<file path="src/rtl/oc8051_cxrom_fetch.sv">
// Code fetch buffer: 2-word FIFO streaming bytes from a combinational code ROM.
// Define OC8051_CXROM_FETCH_STATS_EN to add the fetch_cnt word-capture counter.
module oc8051_cxrom_fetch (
  input  logic        clk,
  input  logic        rst,
  input  logic        pc_load,
  input  logic [15:0] pc_in,
  input  logic        byte_rd,
  output logic [7:0]  byte_out,
  output logic        byte_valid,
  output logic [15:0] cxrom_addr,
  input  logic [31:0] cxrom_data_in
`ifdef OC8051_CXROM_FETCH_STATS_EN
  ,
  output logic [15:0] fetch_cnt
`endif
);

  typedef enum logic [1:0] {
    IDLE,
    FETCH,
    FULL
  } state_t;

  state_t      state, state_nx;
  logic [31:0] d0, d1, d0_nx, d1_nx;
  logic        v0, v1, v0_nx, v1_nx;
  logic [13:0] ptr, ptr_nx;
  logic [1:0]  ofs, ofs_nx;
  logic        rd_ok, pop, wr;

  assign rd_ok      = byte_rd & v0;
  assign pop        = rd_ok & (ofs == 2'd3);
  assign byte_valid = v0;
  assign byte_out   = v0 ? d0[{ofs, 3'b000} +: 8] : 8'h00;
  assign cxrom_addr = {ptr, 2'b00};

  always_comb begin
    state_nx = state;
    d0_nx    = d0;
    d1_nx    = d1;
    v0_nx    = v0;
    v1_nx    = v1;
    ptr_nx   = ptr;
    ofs_nx   = ofs;
    wr       = 1'b0;
    if (pc_load) begin
      v0_nx    = 1'b0;
      v1_nx    = 1'b0;
      ptr_nx   = pc_in[15:2];
      ofs_nx   = pc_in[1:0];
      state_nx = FETCH;
    end else begin
      if (rd_ok) ofs_nx = ofs + 2'd1;
      if (pop) begin
        d0_nx = d1;
        v0_nx = v1;
        v1_nx = 1'b0;
      end
      case (state)
        FETCH: begin
          wr = ~v0 | ~v1 | pop;
          if (!wr) state_nx = FULL;
        end
        FULL:    if (pop) state_nx = FETCH;
        IDLE:    state_nx = IDLE;
        default: state_nx = IDLE;
      endcase
      // The new word lands in the first free slot after any pop shift.
      if (wr) begin
        ptr_nx = ptr + 14'd1;
        if (!v0_nx) begin
          d0_nx = cxrom_data_in;
          v0_nx = 1'b1;
        end else begin
          d1_nx = cxrom_data_in;
          v1_nx = 1'b1;
        end
      end
    end
  end

  always_ff @(posedge clk or negedge rst) begin
    if (!rst) begin
      state <= IDLE;
      d0    <= '0;
      d1    <= '0;
      v0    <= 1'b0;
      v1    <= 1'b0;
      ptr   <= '0;
      ofs   <= '0;
    end else begin
      state <= state_nx;
      d0    <= d0_nx;
      d1    <= d1_nx;
      v0    <= v0_nx;
      v1    <= v1_nx;
      ptr   <= ptr_nx;
      ofs   <= ofs_nx;
    end
  end

`ifdef OC8051_CXROM_FETCH_STATS_EN
  always_ff @(posedge clk or negedge rst) begin
    if (!rst) begin
      fetch_cnt <= '0;
    end else if (wr && fetch_cnt != 16'hFFFF) begin
      fetch_cnt <= fetch_cnt + 16'd1;
    end
  end
`endif

endmodule

</file>
<file path="config.mk">
export PLATFORM = sky130hd
export DESIGN_NAME = oc8051_cxrom_fetch
export DESIGN_NICKNAME = d
export VERILOG_FILES = /design/src/rtl/oc8051_cxrom_fetch.sv
export SDC_FILE = /design/constraint.sdc
export NUM_CORES = 1
export LEC_CHECK = 0
export ABC_CLOCK_PERIOD_IN_PS = 2300
export CORE_UTILIZATION = 52
export DETAILED_ROUTE_END_ITERATION = 10
export GPL_TIMING_DRIVEN = 0
export PLACE_DENSITY_LB_ADDON = 0.1
export SLEW_MARGIN = 5
export SYNTH_ARGS = -nofsm -noshare
export SYNTH_HDL_FRONTEND = slang
export SYNTH_SLANG_ARGS = --single-unit
</file>
<file path="constraint.sdc">
create_clock -name clk -period 2.3 [get_ports clk]
set_clock_uncertainty 0.1 [all_clocks]
set_input_delay 0.69 -clock clk [delete_from_list [all_inputs] [get_ports clk]]
set_output_delay 0.69 -clock clk [all_outputs]
set_load 0.02 [all_outputs]
</file>
==> results of run 1 <==
## worst register-to-register path: cells and delay by family, from the launching register on
| family | cells | cell delay [ps] |
|---|---|---|
| AO/OA/AOI/OAI | 1 | 310 |
| multiplexers | 1 | 280 |
| flip-flops | 1 | 430 |
| adder cells (fa/ha/maj) | 1 | 230 |
| buffers and inverters | 3 | 480 |
| AND/OR/NAND/NOR | 2 | 240 |
## per-layer routing
layer	wire, um	GRT usage (%)	share of wire [%]	vias to the layer above
li1	-	-	-	1444
met1	4200	34.9	43	1568
met2	4660	42.0	48	115
met3	661	5.63	6.8	21
met4	274	12.7	2.8	0
met5	0	0	0	-
## synthesized netlist by cell type, types with 2 or more instances
| cell type | n |
|---|---|
| buf_4 | 5 |
| mux4_2 | 8 |
| inv_1 | 3 |
| o2bb2ai_1 | 32 |
| nor2_1 | 8 |
| clkbuf_1 | 17 |
| ha_1 | 2 |
| nand3_1 | 7 |
| a211oi_1 | 2 |
| or4_1 | 5 |
| xnor2_1 | 2 |
| xor2_1 | 4 |
| dfrtp_1 | 84 |
| nor2b_1 | 2 |
| and2_1 | 11 |
| nand2_1 | 18 |
| mux2_2 | 32 |
| buf_2 | 3 |
| a21oi_1 | 5 |
| nand4_1 | 3 |
| a22oi_1 | 32 |
| o21ai_0 | 10 |
| a31oi_1 | 5 |
| mux2i_1 | 3 |
| o211ai_1 | 3 |
| o31ai_1 | 4 |
## worst min-delay path by stage
stage / start / to / depth (start not counted)
final: rst / d1[9]$_DFFE_PN0P_ / 1
after global routing: rst / d1[9]$_DFFE_PN0P_ / 1
after global placement: d0[22]$_DFFE_PN0N_ / d0[22]$_DFFE_PN0N_ / 1
after floorplan: rst / byte_valid$_DFF_PN0_ / 0
after CTS: rst / d0[8]$_DFFE_PN0N_ / 1
after detailed placement: d0[16]$_DFFE_PN0N_ / d0[16]$_DFFE_PN0N_ / 1
## power breakdown
group / total, mW / switching, mW / leakage (nW) / internal (mW)
Combinational: 1.28 / 0.550 / 1.04 / 0.730
Sequential: 2.17 / 0.287 / 1.01 / 1.88
Clock: 1.22 / 0.586 / 0.113 / 0.631
## state kept, by name, indices dropped and copies added, names as in the netlist
register,cells
ptr,14
state,2
d1,32
byte_valid,1
d0,32
ofs,2
v1,1
## kinds of logic after synthesis
group,Yosys count,synth area share (%)
other cells,1,0.0941
flops,84,52.8
mux,43,14.3
xor+xnor,6,1.32
compound gates,100,19.0
fa+ha+maj,2,0.628
buf+inv,29,3.49
simple gates,63,8.42
## final cells by class
cell class / instances / share of cell area, %
Sequential cell: 84 / 40.2
Multi-Input combinational cell: 216 / 34.1
Timing Repair Buffer: 81 / 15.9
Buffer: 26 / 2.92
Clock buffer: 9 / 2.37
Tap cell: 99 / 2.37
Clock inverter: 7 / 2.01
Inverter: 3 / 0.215
## what timing repair did
action                                  4_1_cts  5_1_grt
pin swaps                                     1        1
cloned                                        2        0
hold buffers                                  0        0
endpoints found under the setup margin       71       58
buffers inserted                              5        0
gates resized for setup                      67       21
## stage by stage
stage | worst slack, ps | cell area (sq um) | instances | util [%]
2_1_floorplan | 188 | 3990 | 329 | -
3_3_place_gp | -2550 | 4840 | 501 | 66.1
3_5_place_dp | -713 | 4870 | 502 | 66.4
4_1_cts | -216 | 5200 | 525 | 71.0
5_1_grt | -295 | 5240 | 525 | 71.4
6_report | -237 | 5240 | 525 | 71.4
==> results_dict.tcl, run 1 <==
set metrics [dict create \
    status "finished with violations" \
    violations "setup timing" \
    max-clock-path-buffers 2 \
    max_stage_delay_ps 510 \
    multiInputGateArea_sq_um 1790 \
    r2r_slack_ps 110 \
    final_nets 475 \
    netlist_area_sq_um 3980 \
    grt_pass1_vias 3081 \
    htree_levels 3 \
    antenna_found_initial 0 \
    finalSetupTns_ps -1700 \
    ys.warnings.count 0 \
    syn_to_final_growth_pct 31.4 \
    clkTransAtPathRegs_ps 100 \
    irDropWorstVdd_v 0.000557 \
    wl_um 9790 \
    final_max_slew_viol_count 0 \
    slowest_stage "mux4_2" \
    num_vias 3148 \
    cp.required_ps 1510 \
    crit_end "byte_out[3]" \
    final_common_cell "dfrtp_1" \
    syn_area_per_cell_sq_um 12.1 \
    relSlewSlack_pct 64.9 \
    finalCritPeriodShare_pct 110 \
    antennaDiodeCount 0 \
    grt_pass1_wl_um 15400 \
    hold-worst-slack_ps 85.6 \
    synthTopCellsByArea "dfrtp_1, mux2_2, o2bb2ai_1" \
    critPathTopFamily "multiplexers" \
    reg2reg_from "ofs[0]$_DFFE_PN0P_" \
    layout_common_cells "dfrtp_1, clkdlybuf4s50_1, mux2_2, a22oi_1, o2bb2ai_1" \
    vias_per_cell 6.00 \
    worstPathMaxFanout 5 \
    dp_hpwl_um 6750 \
    critPathArrivalTime_ps 1750 \
    rsz0062_at_grt "true" \
    worstReg2RegEnd "d1[20]$_DFFE_PN0P_" \
    syn-instance-count 328 \
    ant_nets 0 \
    grt_max_degree 68 \
    p_per_area_nw_per_um2 891 \
    drt_iter0_markers 166 \
    synth_edf_count 0 \
    ys_ff_latch 84 \
    total_power_mw 4.66 \
    worst_pin_slew_ps 513 \
    synth.distinct_cells 44 \
    cts_root_buffer "clkbuf_8" \
    finalHoldViolations 0 \
    critPathLaunch "ofs[0]$_DFFE_PN0P_" \
    synth.largest_area_cell "dfrtp_1" \
    path_buf_inv 2 \
    io_pins 77 \
    hold_path_class "input pin to async pin" \
    first_pass_iters 4 \
    power.leakage_nw 2.16 \
    grt.overflow.total 0 \
    path_common_cell "buf_6" \
    path_depth 4 \
    rows 31 \
    die_x_um 89.5 \
    regArea_sq_um 2100 \
    yosysSeqAreaShare_pct 52.8 \
    cts_tree "built" \
    drive_gt1_share_pct 25.1 \
    start_kind "register" \
    synth_flop_cell "dfrtp_1" \
    n_fill_cell 531 \
    async_reset_ff_share_pct 100 \
    die-height_um 89.5 \
    placeableCoreArea_sq_um 7330 \
    maxCapViolCount 0 \
    yosysTopAreaCellShare_pct 52.8 \
    io_buffers 73 \
    place.gp.congestion 0.830 \
    numCtsBuffers 9 \
    routedWlPerCell_um 18.6 \
    die_area_sq_um 8020 \
    cts_sinks 84 \
    path_class "register to primary output" \
    track_usage_pct 26.5 \
    setup_viol 8 \
    max_freq_ghz 0.394 \
    route.detailed.drc 0 \
    setup_ws_ps -237 \
    start_util_pct 54.3 \
    rr_worst_depth 8 \
    clk_latency_ps 360 \
    worstPathCellList "buf_6 > mux4_2 > and2_4 > buf_6" \
    endpoint_kind "primary output" \
    fin_crit_ps 2540 \
]
Note: power is estimated with default switching activity, not from simulation.
==> run 2: changes to the inputs <==
--- a/config.mk
+++ b/config.mk
@@ -6,10 +6,11 @@
 export NUM_CORES = 1
 export LEC_CHECK = 0
 export ABC_CLOCK_PERIOD_IN_PS = 2300
-export CORE_UTILIZATION = 52
+export CORE_UTILIZATION = 46
 export DETAILED_ROUTE_END_ITERATION = 10
 export GPL_TIMING_DRIVEN = 0
 export PLACE_DENSITY_LB_ADDON = 0.1
+export REMOVE_ABC_BUFFERS = 1
 export SLEW_MARGIN = 5
 export SYNTH_ARGS = -nofsm -noshare
 export SYNTH_HDL_FRONTEND = slang
==> run 2 against run 1 <==
Against the previous run:
- the run still ends with setup timing left
- clock power decreased by 3%
- register-to-register slack got worse by 100 ps
- sequential share of layout area decreased by 0.78 points
- highest routed layer unchanged
- routed wire length shrank 3.1%
- first-iteration DRC count fell by 14%
==> results_dict.tcl, run 2 (synthesis results as in run 1) <==
set metrics [dict create \
    dp_hpwl_um 5850 \
    reg2reg_from "ofs[0]$_DFFE_PN0P_" \
    place.gp.congestion 0.815 \
    die_area_sq_um 9040 \
    final_util_pct 64.6 \
    max-clock-path-buffers 2 \
    wl_met3_um 458 \
    worstPathMaxFanout 3 \
    fin_crit_ps 2520 \
    finalCritPeriodShare_pct 109 \
    drt_iter0_markers 143 \
    grt.overflow.total 0 \
    cts_tree "built" \
    p_per_area_nw_per_um2 873 \
    hold_path_class "input pin to async pin" \
    cts_root_buffer "clkbuf_8" \
    syn_to_final_growth_pct 34.6 \
    num_vias 3049 \
    top_layer "met4" \
    finalHoldViolations 0 \
    power_switching_mw 1.36 \
    finalSetupTns_ps -1680 \
    htree_levels 3 \
    die-height_um 95.1 \
    power_frac_clock_pct 25.3 \
    rows 33 \
    grt_max_degree 57 \
    intPower_mw 3.32 \
    cp.required_ps 1510 \
    r2r_slack_ps 10 \
    wl_met2_um 4690 \
    clk_latency_ps 350 \
    start_kind "register" \
    drive_gt1_share_pct 25.3 \
    power.leakage_nw 2.14 \
    total_power_mw 4.68 \
    wl_um 9490 \
    die_x_um 95.1 \
    stdcell_area_sq_um 5360 \
    first_pass_iters 4 \
    worst_pin_slew_ps 572 \
    maxCapViolCount 0 \
    critPathArrivalTime_ps 1730 \
    ant_nets 0 \
    max_freq_ghz 0.397 \
    rr_worst_depth 8 \
    numCtsBuffers 9 \
    layout_common_cells "dfrtp_1, clkdlybuf4s50_1, mux2_2, a22oi_1, o2bb2ai_1" \
    antennaDiodeCount 0 \
    status "finished with violations" \
    setup_ws_ps -216 \
    endpoint_kind "primary output" \
    combPwrFrac_pct 29.0 \
    worstReg2RegEnd "d1[0]$_DFFE_PN0P_" \
    dpl_cell_area_sq_um 4910 \
    relSlewSlack_pct 61.8 \
    grt_pass1_wl_um 15600 \
    irDropWorstVdd_v 0.000519 \
    final_nets 460 \
    rsz0062_at_grt "true" \
    seq_power_share_pct 45.7 \
    start_util_pct 48.0 \
    track_usage_pct 23.0 \
    route.detailed.drc 0 \
    vias_per_cell 5.91 \
    violations "setup timing" \
    cts_sinks 84 \
    path_class "register to primary output" \
    placeableCoreArea_sq_um 8300 \
    io_buffers 74 \
    final_max_slew_viol_count 0 \
    final_common_cell "dfrtp_1" \
    setup_viol 8 \
    routedWlPerCell_um 18.4 \
    antenna_found_initial 0 \
    io_pins 77 \
    clkTransAtPathRegs_ps 80 \
    pre_cts_ws_ps -822 \
    sw_frac_of_total_pct 29.1 \
    met1Wirelength_um 4240 \
    grt_pass1_vias 3041 \
    largestRegisters "d0 x32, d1 x32, ptr x14" \
]
-- run 2: worst max path at each step --
| stage | slack [ps] | cells after the start | startpoint | to |
|---|---|---|---|---|
| 3_3_place_gp | -3640 | 5 | byte_rd | d0[31]$_DFFE_PN0N_ |
| 5_1_grt | -270 | 4 | ofs[0]$_DFFE_PN0P_ | byte_out[5] |
| 2_1_floorplan | -1340 | 5 | ofs[0]$_DFFE_PN0P_ | d0[0]$_DFFE_PN0N_ |
| 4_1_cts | -230 | 4 | ofs[0]$_DFFE_PN0P_ | byte_out[3] |
| 6_report | -220 | 4 | ofs[0]$_DFFE_PN0P_ | byte_out[5] |
| 3_5_place_dp | -820 | 7 | byte_rd | d1[16]$_DFFE_PN0P_ |
-- run 2: what timing repair did --
action | CTS | global route
setup endpoints to repair | 81 | 70
gates cloned | 1 | 0
pin swaps | 4 | 1
gates resized for setup | 69 | 6
hold buffers | 0 | 0
buffers inserted | 10 | 1
-- run 2: stage by stage --
stage	hold WS, ps	cells
5_1_grt	177	516
6_report	158	516
4_1_cts	152	515
2_1_floorplan	294	303
3_3_place_gp	365	482
3_5_place_dp	369	488
-- run 2: layout make-up --
cell class                      instances  area (sq um)
Inverter                                3          11.3
Multi-Input combinational cell        217          1830
Clock buffer                           11           141
Clock inverter                          5          83.8
Sequential cell                        84          2110
Timing Repair Buffer                   91          1050
Fill cell                             656          2940
Tap cell                              105           131
-- run 2: worst max-delay path: stages (launching register included) --
cell and delay [ps]:
dfrtp_4 450, buf_6 130, mux4_2 490, and2_4 180, buf_6 120
-- run 2: per-layer routing --
metal  GRT usage [%]  up-vias
met5               0        -
met4            6.44        0
met3            5.02       11
met2            36.4       85
met1            32.0     1547
li1                -     1406
-- run 2: power groups by stage --
stage	logic (mW)	clock network (mW)	registers, mW
6_report	1.36	1.18	2.14
5_1_grt	1.47	1.26	2.20
4_1_cts	1.34	1.21	2.14
3_5_place_dp	1.21	0	2.17
3_3_place_gp	1.12	0	2.16
2_1_floorplan	0.711	0	2.13
==> run 3: changes to the inputs <==
--- a/config.mk
+++ b/config.mk
@@ -6,6 +6,8 @@
 export NUM_CORES = 1
 export LEC_CHECK = 0
 export ABC_CLOCK_PERIOD_IN_PS = 2300
+export CORE_ASPECT_RATIO = 0.8
+export CORE_MARGIN = 8
 export CORE_UTILIZATION = 46
 export DETAILED_ROUTE_END_ITERATION = 10
 export GPL_TIMING_DRIVEN = 0
==> run 3 against run 2 <==
Against the previous run:
- the run still ends with setup timing left
- hold slack gained 52 ps
- final cell count grew 1.6%
- power shrank 1.5%
- routed wire length grew 6.2%
- maximum frequency shrank 0.42%
- clock-buffer cell count shrank 1
- sequential power is essentially flat
- first-iteration DRC count grew 1.4%
- cell area grew 0.86%
- critical endpoint is now byte_out[7]
- largest cell class unchanged
==> results_dict.tcl, run 3 (synthesis results as in run 1) <==
set metrics [dict create \
    largestRegisters "d0 x32, d1 x32, ptr x14" \
    antenna_found_initial 0 \
    maxCapViolCount 0 \
    finalHoldViolations 0 \
    slowest_stage "dfrtp_4" \
    path_class "register to primary output" \
    dp_hpwl_um 6370 \
    place.gp.congestion 0.785 \
    grt_max_degree 46 \
    p_per_area_nw_per_um2 853 \
    num_vias 3015 \
    setup_viol 8 \
    rsz0062_at_grt "true" \
    grt.overflow.total 0 \
    critPathArrivalTime_ps 1740 \
    numCtsBuffers 9 \
    htree_levels 3 \
    clkTransAtPathRegs_ps 90 \
    start_util_pct 47.2 \
    violations "setup timing" \
    endpoint_kind "primary output" \
    power.leakage_nw 2.17 \
    hold_buffers 0 \
    hold_path_class "input pin to async pin" \
    clk_latency_ps 360 \
    rr_worst_depth 9 \
    wl_um 10100 \
    die_area_sq_um 11900 \
    cts_root_buffer "clkbuf_8" \
    status "finished with violations" \
    cts_sinks 84 \
    track_usage_pct 17.4 \
    vias_per_cell 5.75 \
    irDropWorstVdd_v 0.000368 \
    grt_pass1_wl_um 16600 \
    cp.required_ps 1510 \
    route.detailed.drc 0 \
    antennaDiodeCount 0 \
    fin_crit_ps 2530 \
    layout_common_cells "dfrtp_1, clkdlybuf4s50_1, a22oi_1, o2bb2ai_1, mux2_2" \
    seq_power_share_pct 46.5 \
    power_frac_clock_pct 23.4 \
    n_fill_cell 690 \
    drive_gt1_share_pct 25.5 \
    relSlewSlack_pct 59.8 \
    worstReg2RegEnd "d1[21]$_DFFE_PN0P_" \
    finalCritPeriodShare_pct 110 \
    final_common_cell "dfrtp_1" \
    path_buf_inv 2 \
    drt_iter0_markers 145 \
    start_kind "register" \
    sw_frac_of_total_pct 30.3 \
    critPathLaunch "ofs[0]$_DFFE_PN0P_" \
    ant_nets 0 \
    dp.cells 495 \
    final_max_slew_viol_count 0 \
    critPathTopFamily "flip-flops" \
    r2r_slack_ps 60 \
    power_switching_mw 1.40 \
    grt_pass1_vias 3144 \
    worstPathMaxFanout 5 \
    die-height_um 99.2 \
    final_nets 461 \
    io_buffers 74 \
    total_power_mw 4.61 \
    pre_cts_ws_ps -818 \
    worstPathCellList "buf_12 > mux4_2 > and2_4 > buf_6" \
    intPower_mw 3.22 \
    first_pass_iters 5 \
    syn_to_final_growth_pct 35.7 \
    cts_tree "built" \
    placeableCoreArea_sq_um 8450 \
    max_freq_ghz 0.396 \
    setup_ws_ps -226 \
    die_x_um 120 \
    routedWlPerCell_um 19.2 \
    max-clock-path-buffers 2 \
    io_pins 77 \
    final_cells 524 \
    combPwrFrac_pct 30.1 \
    reg2reg_from "ofs[0]$_DFFE_PN0P_" \
    finalSetupTns_ps -1650 \
    max_stage_delay_ps 500 \
    worst_pin_slew_ps 600 \
    rows 30 \
]
run 3: cell types whose count changed in the layout (fill, tap and decap cells not counted), sizes merged:
cell	before	now
clkinv	0	2
buf	27	28
bufinv	2	1
clkbuf	11	10
clkinvlp	2	1
inv	4	5
run 3: worst max path at each step:
stage	to	depth (start not counted)
3_3_place_gp	d0[30]$_DFFE_PN0N_	5
4_1_cts	byte_out[7]	4
5_1_grt	byte_out[7]	4
3_5_place_dp	d1[30]$_DFFE_PN0P_	7
6_report	byte_out[7]	4
2_1_floorplan	d0[0]$_DFFE_PN0N_	5
run 3: worst register-to-register path: cells and delay by family (launching register included):
family | cells | cell delay [ps]
adder cells (fa/ha/maj) | 1 | 160
flip-flops | 1 | 500
multiplexers | 1 | 310
buffers and inverters | 4 | 580
AND/OR/NAND/NOR | 3 | 460
run 3: power by group through the flow:
stage	Sequential, mW	Combinational (mW)	Clock, mW
2_1_floorplan	2.13	0.711	0
3_3_place_gp	2.16	1.13	0
5_1_grt	2.20	1.50	1.16
3_5_place_dp	2.17	1.21	0
4_1_cts	2.14	1.38	1.11
6_report	2.15	1.39	1.08
run 3: area by class of cell:
cell class	count	area, sq um	share of cell area, %
Clock inverter	6	72.6	1.34
Inverter	3	11.3	0.208
Multi-Input combinational cell	217	1900	35.1
Timing Repair Buffer	92	1050	19.4
Clock buffer	10	128	2.36
Sequential cell	84	2110	39.0
Tap cell	112	140	2.59
run 3: per-stage QoR:
step                      area (sq um)  util (%)  hold WS [ps]
after floorplan                   3860         -           294
after global placement            4740      56.1           369
after detailed placement          4910      58.1           369
after CTS                         5350      63.3           230
after global routing              5410      64.0           253
final                             5410      64.0           210
run 3: routing by layer:
| layer | GRT usage, % | share of wire [%] |
|---|---|---|
| met1 | 24.4 | 48 |
| met2 | 25.8 | 45 |
| met3 | 5.21 | 6.2 |
| met4 | 4.02 | 0.87 |
| met5 | 0 | 0 |
run 3: repair_timing:
item	4_1_cts	5_1_grt
pin swaps	4	5
setup endpoints to repair	83	72
hold endpoints to repair	0	0
resized for setup	85	8
setup buffers	8	4
cloned	2	0
